==> src/rtl/cpu_pkg.sv <==
// Shared encodings for the multicycle controller: opcodes, FSM states,
// pc_src / wb_sel selects, and the opcode-class decoder.
package cpu_pkg;

  localparam logic [6:0] OP_R      = 7'b0110011;
  localparam logic [6:0] OP_I      = 7'b0010011;
  localparam logic [6:0] OP_LOAD   = 7'b0000011;
  localparam logic [6:0] OP_STORE  = 7'b0100011;
  localparam logic [6:0] OP_BRANCH = 7'b1100011;
  localparam logic [6:0] OP_JAL    = 7'b1101111;
  localparam logic [6:0] OP_JALR   = 7'b1100111;

  localparam logic [2:0] ST_IDLE    = 3'd0;
  localparam logic [2:0] ST_FETCH   = 3'd1;
  localparam logic [2:0] ST_DECODE  = 3'd2;
  localparam logic [2:0] ST_EXECUTE = 3'd3;
  localparam logic [2:0] ST_MEM     = 3'd4;
  localparam logic [2:0] ST_WB      = 3'd5;
  localparam logic [2:0] ST_HALT    = 3'd6;

  localparam logic [1:0] PC_PLUS4  = 2'b00;
  localparam logic [1:0] PC_TARGET = 2'b01;
  localparam logic [1:0] PC_JALR   = 2'b10;

  localparam logic [1:0] WB_ALU = 2'b00;
  localparam logic [1:0] WB_MEM = 2'b01;
  localparam logic [1:0] WB_PC4 = 2'b10;

  typedef enum logic [2:0] {
    CLS_R, CLS_I, CLS_LOAD, CLS_STORE, CLS_BRANCH, CLS_JAL, CLS_JALR, CLS_ILL
  } insn_cls_t;

  function automatic insn_cls_t decode_op(input logic [6:0] op);
    case (op)
      OP_R:      return CLS_R;
      OP_I:      return CLS_I;
      OP_LOAD:   return CLS_LOAD;
      OP_STORE:  return CLS_STORE;
      OP_BRANCH: return CLS_BRANCH;
      OP_JAL:    return CLS_JAL;
      OP_JALR:   return CLS_JALR;
      default:   return CLS_ILL;
    endcase
  endfunction

endpackage

==> src/rtl/multicycle_ctrl_if.sv <==
// Datapath/memory handshake bundle between the multicycle controller (master)
// and its environment (slave).
interface multicycle_ctrl_if;

  logic [6:0] opcode;
  logic       imem_ready;
  logic       dmem_ready;
  logic       branch_taken;
  logic       imem_req;
  logic       ir_we;
  logic       pc_we;
  logic [1:0] pc_src;
  logic       alu_src_imm;
  logic       dmem_req;
  logic       dmem_we;
  logic       reg_we;
  logic [1:0] wb_sel;
  logic       retire;
  logic [2:0] state;
  logic       bus_err;
  logic       illegal_insn;

  modport master (
    input  opcode, imem_ready, dmem_ready, branch_taken,
    output imem_req, ir_we, pc_we, pc_src, alu_src_imm, dmem_req, dmem_we,
           reg_we, wb_sel, retire, state, bus_err, illegal_insn
  );

  modport slave (
    output opcode, imem_ready, dmem_ready, branch_taken,
    input  imem_req, ir_we, pc_we, pc_src, alu_src_imm, dmem_req, dmem_we,
           reg_we, wb_sel, retire, state, bus_err, illegal_insn
  );

endinterface

==> src/rtl/multicycle_ctrl.sv <==
// Multicycle CPU control FSM with memory wait-timeout detection.
// Optional: define ILLEGAL_TRAP_EN to halt on illegal opcodes instead of retiring them as NOPs.
module multicycle_ctrl
  import cpu_pkg::*;
#(
  parameter int MAX_WAIT = 16
) (
  input logic               clk,
  input logic               rst,
  multicycle_ctrl_if.master bus
);

  localparam int              CW        = $clog2(MAX_WAIT + 1);
  localparam logic [CW-1:0]   WAIT_LAST = CW'(MAX_WAIT - 1);

  logic [2:0]    state;
  logic [2:0]    state_nxt;
  insn_cls_t     cls;
  insn_cls_t     dec_cls;
  logic [CW-1:0] waitcnt;
  logic          wait_last;
  logic          pending;
  logic          set_bus_err;
  logic          bus_err_q;

  assign dec_cls   = decode_op(bus.opcode);
  assign wait_last = (waitcnt == WAIT_LAST);
  assign pending   = ((state == ST_FETCH) && !bus.imem_ready) ||
                     ((state == ST_MEM)   && !bus.dmem_ready);

  always_ff @(posedge clk or negedge rst) begin
    if (!rst) begin
      state   <= ST_IDLE;
      cls     <= CLS_R;
      waitcnt <= '0;
      bus_err_q <= 1'b0;
    end else begin
      state <= state_nxt;
      if (state == ST_DECODE)
        cls <= dec_cls;
      // Leaving FETCH/MEM always passes through a non-pending cycle, so clearing here covers entry.
      if (pending)
        waitcnt <= waitcnt + 1'b1;
      else
        waitcnt <= '0;
      if (set_bus_err)
        bus_err_q <= 1'b1;
    end
  end

`ifdef ILLEGAL_TRAP_EN
  logic set_ill;
  logic ill_q;

  always_ff @(posedge clk or negedge rst) begin
    if (!rst)
      ill_q <= 1'b0;
    else if (set_ill)
      ill_q <= 1'b1;
  end

  assign bus.illegal_insn = ill_q;
`else
  assign bus.illegal_insn = 1'b0;
`endif

  assign bus.state   = state;
  assign bus.bus_err = bus_err_q;

  always_comb begin
    state_nxt       = state;
    set_bus_err     = 1'b0;
`ifdef ILLEGAL_TRAP_EN
    set_ill         = 1'b0;
`endif
    bus.imem_req    = 1'b0;
    bus.ir_we       = 1'b0;
    bus.pc_we       = 1'b0;
    bus.pc_src      = PC_PLUS4;
    bus.alu_src_imm = 1'b0;
    bus.dmem_req    = 1'b0;
    bus.dmem_we     = 1'b0;
    bus.reg_we      = 1'b0;
    bus.wb_sel      = WB_ALU;
    bus.retire      = 1'b0;
    case (state)
      ST_IDLE: state_nxt = ST_FETCH;
      ST_FETCH: begin
        bus.imem_req = 1'b1;
        if (bus.imem_ready) begin
          bus.ir_we = 1'b1;
          state_nxt = ST_DECODE;
        end else if (wait_last) begin
          set_bus_err = 1'b1;
          state_nxt   = ST_HALT;
        end
      end
      ST_DECODE: begin
`ifdef ILLEGAL_TRAP_EN
        if (dec_cls == CLS_ILL) begin
          set_ill   = 1'b1;
          state_nxt = ST_HALT;
        end else begin
          state_nxt = ST_EXECUTE;
        end
`else
        // Illegal opcodes skip straight to WB, which retires them as a NOP.
        state_nxt = (dec_cls == CLS_ILL) ? ST_WB : ST_EXECUTE;
`endif
      end
      ST_EXECUTE: begin
        bus.alu_src_imm = (cls == CLS_I) || (cls == CLS_LOAD) ||
                          (cls == CLS_STORE) || (cls == CLS_JALR);
        case (cls)
          CLS_BRANCH: begin
            bus.pc_we  = 1'b1;
            bus.pc_src = bus.branch_taken ? PC_TARGET : PC_PLUS4;
            bus.retire = 1'b1;
            state_nxt  = ST_FETCH;
          end
          CLS_LOAD, CLS_STORE: state_nxt = ST_MEM;
          default:             state_nxt = ST_WB;
        endcase
      end
      ST_MEM: begin
        bus.dmem_req = 1'b1;
        bus.dmem_we  = (cls == CLS_STORE);
        if (bus.dmem_ready) begin
          if (cls == CLS_STORE) begin
            bus.pc_we  = 1'b1;
            bus.retire = 1'b1;
            state_nxt  = ST_FETCH;
          end else begin
            state_nxt = ST_WB;
          end
        end else if (wait_last) begin
          set_bus_err = 1'b1;
          state_nxt   = ST_HALT;
        end
      end
      ST_WB: begin
        bus.pc_we  = 1'b1;
        bus.retire = 1'b1;
        state_nxt  = ST_FETCH;
        case (cls)
          CLS_R, CLS_I: bus.reg_we = 1'b1;
          CLS_LOAD: begin
            bus.reg_we = 1'b1;
            bus.wb_sel = WB_MEM;
          end
          CLS_JAL: begin
            bus.reg_we = 1'b1;
            bus.wb_sel = WB_PC4;
            bus.pc_src = PC_TARGET;
          end
          CLS_JALR: begin
            bus.reg_we = 1'b1;
            bus.wb_sel = WB_PC4;
            bus.pc_src = PC_JALR;
          end
          default: bus.reg_we = 1'b0;
        endcase
      end
      ST_HALT: state_nxt = ST_HALT;
      default: state_nxt = ST_IDLE;
    endcase
  end

endmodule

==> src/flat_wrapper.sv <==
// flat-port wrapper written by rule: the top's interface ports become plain ports
module multicycle_ctrl_flat import cpu_pkg::*;
#(
  parameter int MAX_WAIT = 16
)
  (clk, rst, bus_opcode, bus_imem_ready, bus_dmem_ready, bus_branch_taken, bus_imem_req, bus_ir_we, bus_pc_we, bus_pc_src, bus_alu_src_imm, bus_dmem_req, bus_dmem_we, bus_reg_we, bus_wb_sel, bus_retire, bus_state, bus_bus_err, bus_illegal_insn);
  multicycle_ctrl_if bus_i ();
  input logic clk;
  input logic rst;
  input wire logic [$bits(bus_i.opcode)-1:0] bus_opcode;
  input wire logic [$bits(bus_i.imem_ready)-1:0] bus_imem_ready;
  input wire logic [$bits(bus_i.dmem_ready)-1:0] bus_dmem_ready;
  input wire logic [$bits(bus_i.branch_taken)-1:0] bus_branch_taken;
  output wire logic [$bits(bus_i.imem_req)-1:0] bus_imem_req;
  output wire logic [$bits(bus_i.ir_we)-1:0] bus_ir_we;
  output wire logic [$bits(bus_i.pc_we)-1:0] bus_pc_we;
  output wire logic [$bits(bus_i.pc_src)-1:0] bus_pc_src;
  output wire logic [$bits(bus_i.alu_src_imm)-1:0] bus_alu_src_imm;
  output wire logic [$bits(bus_i.dmem_req)-1:0] bus_dmem_req;
  output wire logic [$bits(bus_i.dmem_we)-1:0] bus_dmem_we;
  output wire logic [$bits(bus_i.reg_we)-1:0] bus_reg_we;
  output wire logic [$bits(bus_i.wb_sel)-1:0] bus_wb_sel;
  output wire logic [$bits(bus_i.retire)-1:0] bus_retire;
  output wire logic [$bits(bus_i.state)-1:0] bus_state;
  output wire logic [$bits(bus_i.bus_err)-1:0] bus_bus_err;
  output wire logic [$bits(bus_i.illegal_insn)-1:0] bus_illegal_insn;
  assign bus_i.opcode = bus_opcode;
  assign bus_i.imem_ready = bus_imem_ready;
  assign bus_i.dmem_ready = bus_dmem_ready;
  assign bus_i.branch_taken = bus_branch_taken;
  assign bus_imem_req = bus_i.imem_req;
  assign bus_ir_we = bus_i.ir_we;
  assign bus_pc_we = bus_i.pc_we;
  assign bus_pc_src = bus_i.pc_src;
  assign bus_alu_src_imm = bus_i.alu_src_imm;
  assign bus_dmem_req = bus_i.dmem_req;
  assign bus_dmem_we = bus_i.dmem_we;
  assign bus_reg_we = bus_i.reg_we;
  assign bus_wb_sel = bus_i.wb_sel;
  assign bus_retire = bus_i.retire;
  assign bus_state = bus_i.state;
  assign bus_bus_err = bus_i.bus_err;
  assign bus_illegal_insn = bus_i.illegal_insn;
  multicycle_ctrl #(.MAX_WAIT(MAX_WAIT)) u_core (.clk(clk), .rst(rst), .bus(bus_i));
endmodule
==> config.mk <==
export PLATFORM = sky130hd
export DESIGN_NAME = multicycle_ctrl_flat
export DESIGN_NICKNAME = d
export VERILOG_FILES = /design/src/rtl/cpu_pkg.sv /design/src/rtl/multicycle_ctrl_if.sv /design/src/rtl/multicycle_ctrl.sv /design/src/flat_wrapper.sv
export SDC_FILE = /design/constraint.sdc
export NUM_CORES = 1
export LEC_CHECK = 0
export BUFFER_PORTS_ARGS = -buffer_cell sky130_fd_sc_hd__buf_2
export CORE_AREA = 2 2 49 51
export CTS_CLUSTER_DIAMETER = 150
export DETAILED_ROUTE_END_ITERATION = 8
export DIE_AREA = 0 0 51 53
export GPL_TIMING_DRIVEN = 0
export PLACE_DENSITY = 0.72
export RECOVER_POWER = 25
export SETUP_SLACK_MARGIN = 0.2
export SLEW_MARGIN = 0
export SYNTH_ARGS = -nofsm -noshare
export SYNTH_HDL_FRONTEND = slang
export SYNTH_SLANG_ARGS = --single-unit
==> constraint.sdc <==
create_clock -name clk -period 1.9 [get_ports clk]
set_input_delay 0.095 -clock clk [delete_from_list [all_inputs] [get_ports clk]]
set_output_delay 0.095 -clock clk [all_outputs]
set_load 0.1 [all_outputs]
### Yosys cells after proc, flatten, opt, wreduce, memory -nomap -nowiden

Cells that the tools add are included.

| storage, ports and cells | value |
|---|---|
| output and inout port bits | 17 |
| logic and storage cells | 71 |
| register bits after elaboration | 12 |

| operators by class | value |
|---|---|
| eq/ne operators | 21 |
| $add $sub $neg | 1 |
| reduce and logical (&&, ||, !) cells | 14 |
| muxes and demuxes | 31 |

Operators by type and width:

| cell | number |
|---|---|
| equality test 3 bit (second input constant) | 7 |
| equality test 7 bit (second input constant) | 3 |
| one-hot mux 3 bit (7 select lines) | 1 |
| one-hot mux 3 bit (6 select lines) | 1 |
| two-way mux 1 bit | 15 |
| two-way mux 3 bit | 5 |
| equality test 7 x 6 -> 1 bit (second input constant) | 2 |
| equality test 3 x 2 -> 1 bit (second input constant) | 4 |
| one-hot mux 2 bit (2 select lines) | 3 |
| equality test 7 x 2 -> 1 bit (second input constant) | 1 |
| equality test 7 x 5 -> 1 bit (second input constant) | 1 |
| equality test 3 x 1 -> 1 bit (second input constant) | 2 |
| logical NOT 3 bit | 2 |
| one-hot mux 3 bit (2 select lines) | 1 |
| OR reduction 2 bit | 3 |
| adder 5 x 1 -> 5 bit (second input constant) | 1 |
| equality test 5 x 4 -> 1 bit (second input constant) | 1 |
| two-way mux 5 bit | 1 |
| OR reduction 5 bit | 1 |
| logical OR 1 bit | 4 |
| two-way mux 2 bit | 2 |
| one-hot mux 1 bit (3 select lines) | 1 |
| logical AND 1 bit | 2 |
| logical NOT 1 bit | 2 |
| one-hot mux 1 bit (2 select lines) | 1 |

### Depth between registers and ports, before layout

| depth | value |
|---|---|
| depth after elaboration | 5 |
| depth in mapped cells | 6 |
| gate-level depth less buffers | 6 |

### Least setup slack after synthesis

No wires, ideal clock.

| path | value |
|---|---|
| kind | register to output |
| start | register u_core.state[1], in the netlist u_core.bus.state[1] |
| end | output bus_pc_src[0] |
| arrival time | 4.256 ns |
| cell stages (with the launch flop) | 5 |
| setup slack | -2.451 ns |
| data required time | 1.805 ns |
| path buffers | 1 |
| cell sequence | dfrtp_1 > buf_6 > nor2b_1 > a22oi_1 > nor4_1 |

| between the ends | value |
|---|---|
| longest elaborated chain between the ends | 2 |
| elaborated cells on any way between the ends | 3 |
| those cells by class | eq/ne: 2; mux: 1 |

Ends and longest elaborated chain:

| element | line | text |
|---|---|---|
| start: declaration | multicycle_ctrl.sv:16 | `logic [2:0] state;` |
| start signal: assignment | multicycle_ctrl.sv:38 | `state <= state_nxt;` |
| equality test 3 bit or equality test 3 x 2 -> 1 bit (tied branches) | multicycle_ctrl.sv:86 | `case (state)` |
| one-hot mux 2 bit (2 select lines) (*) | multicycle_ctrl.sv:86 |  |
| end: declaration | flat_wrapper.sv:17 | `output wire logic [$bits(bus_i.pc_src)-1:0] bus_pc_src;` |

Mark *: on every way between the ends. The rest lies on a longest branch, timed or not.

### Worst setup path after layout

| path | value |
|---|---|
| start | register u_core.state[1], in the netlist u_core.bus.state[1] |
| end | output bus_retire |

| between the ends | value |
|---|---|
| longest elaborated chain between the ends | 2 |
| elaborated cells on any way between the ends | 4 |
| those cells by class | eq/ne: 3; mux: 1 |

Ends and longest elaborated chain:

| element | line | text |
|---|---|---|
| equality test 3 bit or equality test 3 x 2 -> 1 bit (tied branches) | multicycle_ctrl.sv:86 |  |
| one-hot mux 1 bit (3 select lines) (*) | multicycle_ctrl.sv:86 |  |
| end: declaration | flat_wrapper.sv:23 | `output wire logic [$bits(bus_i.retire)-1:0] bus_retire;` |

Marked as above.

==> metrics.md <==
| Metric | Value |
|---|---|
| Status | `finished clean` |
| Placement Cell Area | `approximately 1200 um2` |
| Synthesis Warnings | `0` |
| Adder-cell share of the synthesized area | `under 10%` |
| Cell internal pwr | `about 0.0011 W` |
| Synth Area in XOR/XNOR | `3.748%` |
| Fin crit share | `around 90%` |
| Fillers | `170` |
| DRT iter0 DRCs | `12` |
| Least-Margin Pin Slew | `0.6323 ns` |
| Die span in x | `51 um` |
| Final Critical Period | `1.706 ns` |
| Mapped Cells | `100` |
| Pin count of the biggest net entering global routing | `13` |
| I/O pin count | `29` |
| Largest cells by area after synthesis | `dfrtp_1, nor3b_2, nor2_1` |
| Ant diodes | `0` |
| Gr usage total | `18.08%` |
| Initial antenna violation count | `0` |
| Synth Area in Simple Gates | `31.19%` |
| Total CTS buffers | `3` |
| Commonest cells in the netlist | `dfrtp_1, nor2_1` |
| Global-route wire length before repair | `3574 um` |
| Non-filler cells, final | `~170` |
| Worst VDD drop | `0.001100 V` |
| Total number of vias | `approximately 900` |
| Worst hold margin | `0.1227 ns` |
| Sw Share | `55.63%` |
| FP Rows | `17` |
| First drt pass iteration count | `4` |
| Initial core utilization | `43.51%` |
| Post-route DRC | `0` |
| Register Area | `312.8 um2` |
| Clk network pwr share | `7.9%` |
| Seq/Total Area, Yosys | `roughly 32%` |
| Final WL | `2270 um` |
| Core area | `2148 um2` |
| Crit Path Max Fanout | `8` |
| Fin. max-slew vios | `0` |
| P_sw | `0.001380 W` |
| Grt total ovfl | `0` |
| Post-synth top area share | `32.13%` |
| Final Cell Area | `1505 um2` |
| IO Port Bufs | `27` |
| CTS tree | `built` |
| Leading area contributor after synthesis | `dfrtp_1` |
| Final GP Congestion | `between 0.8 and 0.9` |
| Leak pwr | `between 0.6 and 0.7 nW` |
| Met3 usage | `around 4.2%` |
| Worst Setup End Kind | `output port` |
| Sequential power share | `16.9%` |
| Antenna-violating nets left | `0` |
| Placed insts | `155` |
| F_max | `586.2 MHz` |
| Share of cells above drive strength 1 | `57.86%` |
| Sum Neg Setup Slack | `0 ns` |
| Worst Path Arrival | `~1.6 ns` |
| Clock Latency Late Sink | `about 0.26 ns` |
| M1 GR Usage | `20.95%` |
| Overall Power | `0.002481 W` |
| Post-Route Skew | `0.001048 ns` |
| Prevailing post-synth register cell | `dfrtp_1` |
| Die extent in y | `53 um` |
| CTS root buffer | `clkbuf_4` |
| Final Hold Vio Count | `0` |
| Required @ worst endpoint | `about 1.8 ns` |
| Unrepaired setup endpoints after global routing | `yes` |
| Met2 Use GR | `between 30% and 40%` |
| Fraction of the mapped netlist area in compound gates | `19.28%` |
| Part of the power in combinational logic | `75.2%` |
| H-tree levels | `1` |
| EDFF count, synth | `0` |
| Most common cell in the netlist | `dfrtp_1` |
| Vias in the first global route | `809` |
| Pwr/cell area | `1648 nW/um2` |
| Main combinational cell family by area after synthesis | `simple AND/OR/NAND/NOR gates` |
| Endpoints failing setup | `0` |
| Syn Std Cell Area | `between 900 and 1000 um2` |
| Mapped Nets | `114` |
| Crit Path Class | `reg2out` |
| Area growth, synth to finish | `61.04%` |
| Max-Cap Viols | `0` |
| CTS Sinks | `12` |
| Syn Area/Cell | `a little over 9 um2` |
| Final nets | `155` |
| Routed WL per cell | `roughly 14 um` |
| Multi-input logic area | `about 680 um2` |
| Multiplexer area fraction after synthesis | `1.071%` |
| Worst relative slew slack | `57.85%` |
| Worst-path clk slew | `0.07 ns` |
| Synth async-reset ratio | `100.0%` |
| Startpoint Class | `register` |
| Die area | `2703 um2` |
| Most Used Layer, Global Route | `met2` |
| CTS max path bufs | `2` |
| Drt via density | `5.345` |
| Yosys cell types | `47` |
| Detailed placement HPWL | `1668 um` |
| FF+latch count, synth | `12` |
| Hold WC Path Type | `in2reg` |
==> final timing paths <==
| kind | from | endpoint | slack (ns) | cells after the start |
|---|---|---|---|---|
| max in group asynchronous | rst | u_core.bus.state[0] | 1.08 | 2 |
| min | bus_opcode[6] | u_core.cls[2] | 0.12 | 3 |
| max reg2reg | u_core.waitcnt[1] | u_core.bus.state[1] | 0.20 | 6 |
| min in group asynchronous | rst | u_core.bus.state[2] | 0.35 | 2 |
| max | u_core.bus.state[1] | bus_retire | 0.19 | 6 |
| min reg2reg | u_core.waitcnt[0] | u_core.waitcnt[0] | 0.46 | 1 |
==> metal layers <==
metal | routed length (um) | vias to the layer above
li1 | - | 437
met1 | 959 | 429
met2 | 1176 | 30
met3 | 114 | 2
met4 | 19 | 0
met5 | 0 | -
==> power groups by stage <==
stage                     clock network [W]  registers (W)  logic (W)
after floorplan                           0       0.000603    0.00119
final                              0.000197       0.000418    0.00187
after global routing               0.000216       0.000429    0.00195
after detailed placement                  0       0.000429    0.00159
after CTS                          0.000200       0.000428    0.00178
after global placement                    0       0.000425    0.00157
==> placed cells by master (no fill, tap or decap), drive strengths merged, types with 2 or more instances in the layout <==
cell    count
a21oi       2
nand2       3
clkbuf      5
and3        3
nor3b       6
nor4        2
or2         2
xor2        3
nor2b       6
inv         7
dfrtp      12
ha          2
nor2       10
o21ai       9
a22oi       2
buf        41
==> state kept, by name, summed over array words and instances (netlist names) <==
signal and cells:
u_core.waitcnt 5, u_core.bus.state 3, u_core.cls 3, u_core.bus.bus_err 1
==> stage by stage <==
stage | worst slack, ns | util [%]
2_1_floorplan | -0.4662 | -
3_3_place_gp | 0.1055 | 57.43
3_5_place_dp | 0.1084 | 57.43
4_1_cts | 0.1572 | 67.09
5_1_grt | 0.1239 | 70.06
6_report | 0.1942 | 70.06
==> final cells by class <==
| class | count | share of cell area [%] |
|---|---|---|
| timing repair buffer | 36 | 20.86 |
| clock buffer | 4 | 2.411 |
| multi-input combinational | 73 | 44.89 |
| sequential | 12 | 20.78 |
| inverter | 8 | 2.577 |
| tap | 28 | 2.328 |
| buffer | 7 | 6.151 |
==> cells by family after synthesis <==
family	count (synthesis)
muxes	1
xor gates and xnor gates	4
other	1
DFF	12
and+or+nand+nor	41
buffers and inverters	15
AOI/OAI and AO/OA	24
adders and majority gates	2
==> timing repair <==
action                                  CTS  global route
hold buffers                              1             0
endpoints found under the hold margin    12             0
setup buffers                             4             4
pin swaps                                 5             4
resized for setup                        38             9
endpoints found under the setup margin   14            12
==> critical path, cell delays in order (launching register included) <==
cell	delay, ns
dfrtp_4	0.49
buf_12	0.15
nor2b_4	0.15
inv_2	0.08
o22ai_4	0.19
buf_12	0.13
buf_12	0.16
No activity file was read; power rests on OpenSTA's default activity.
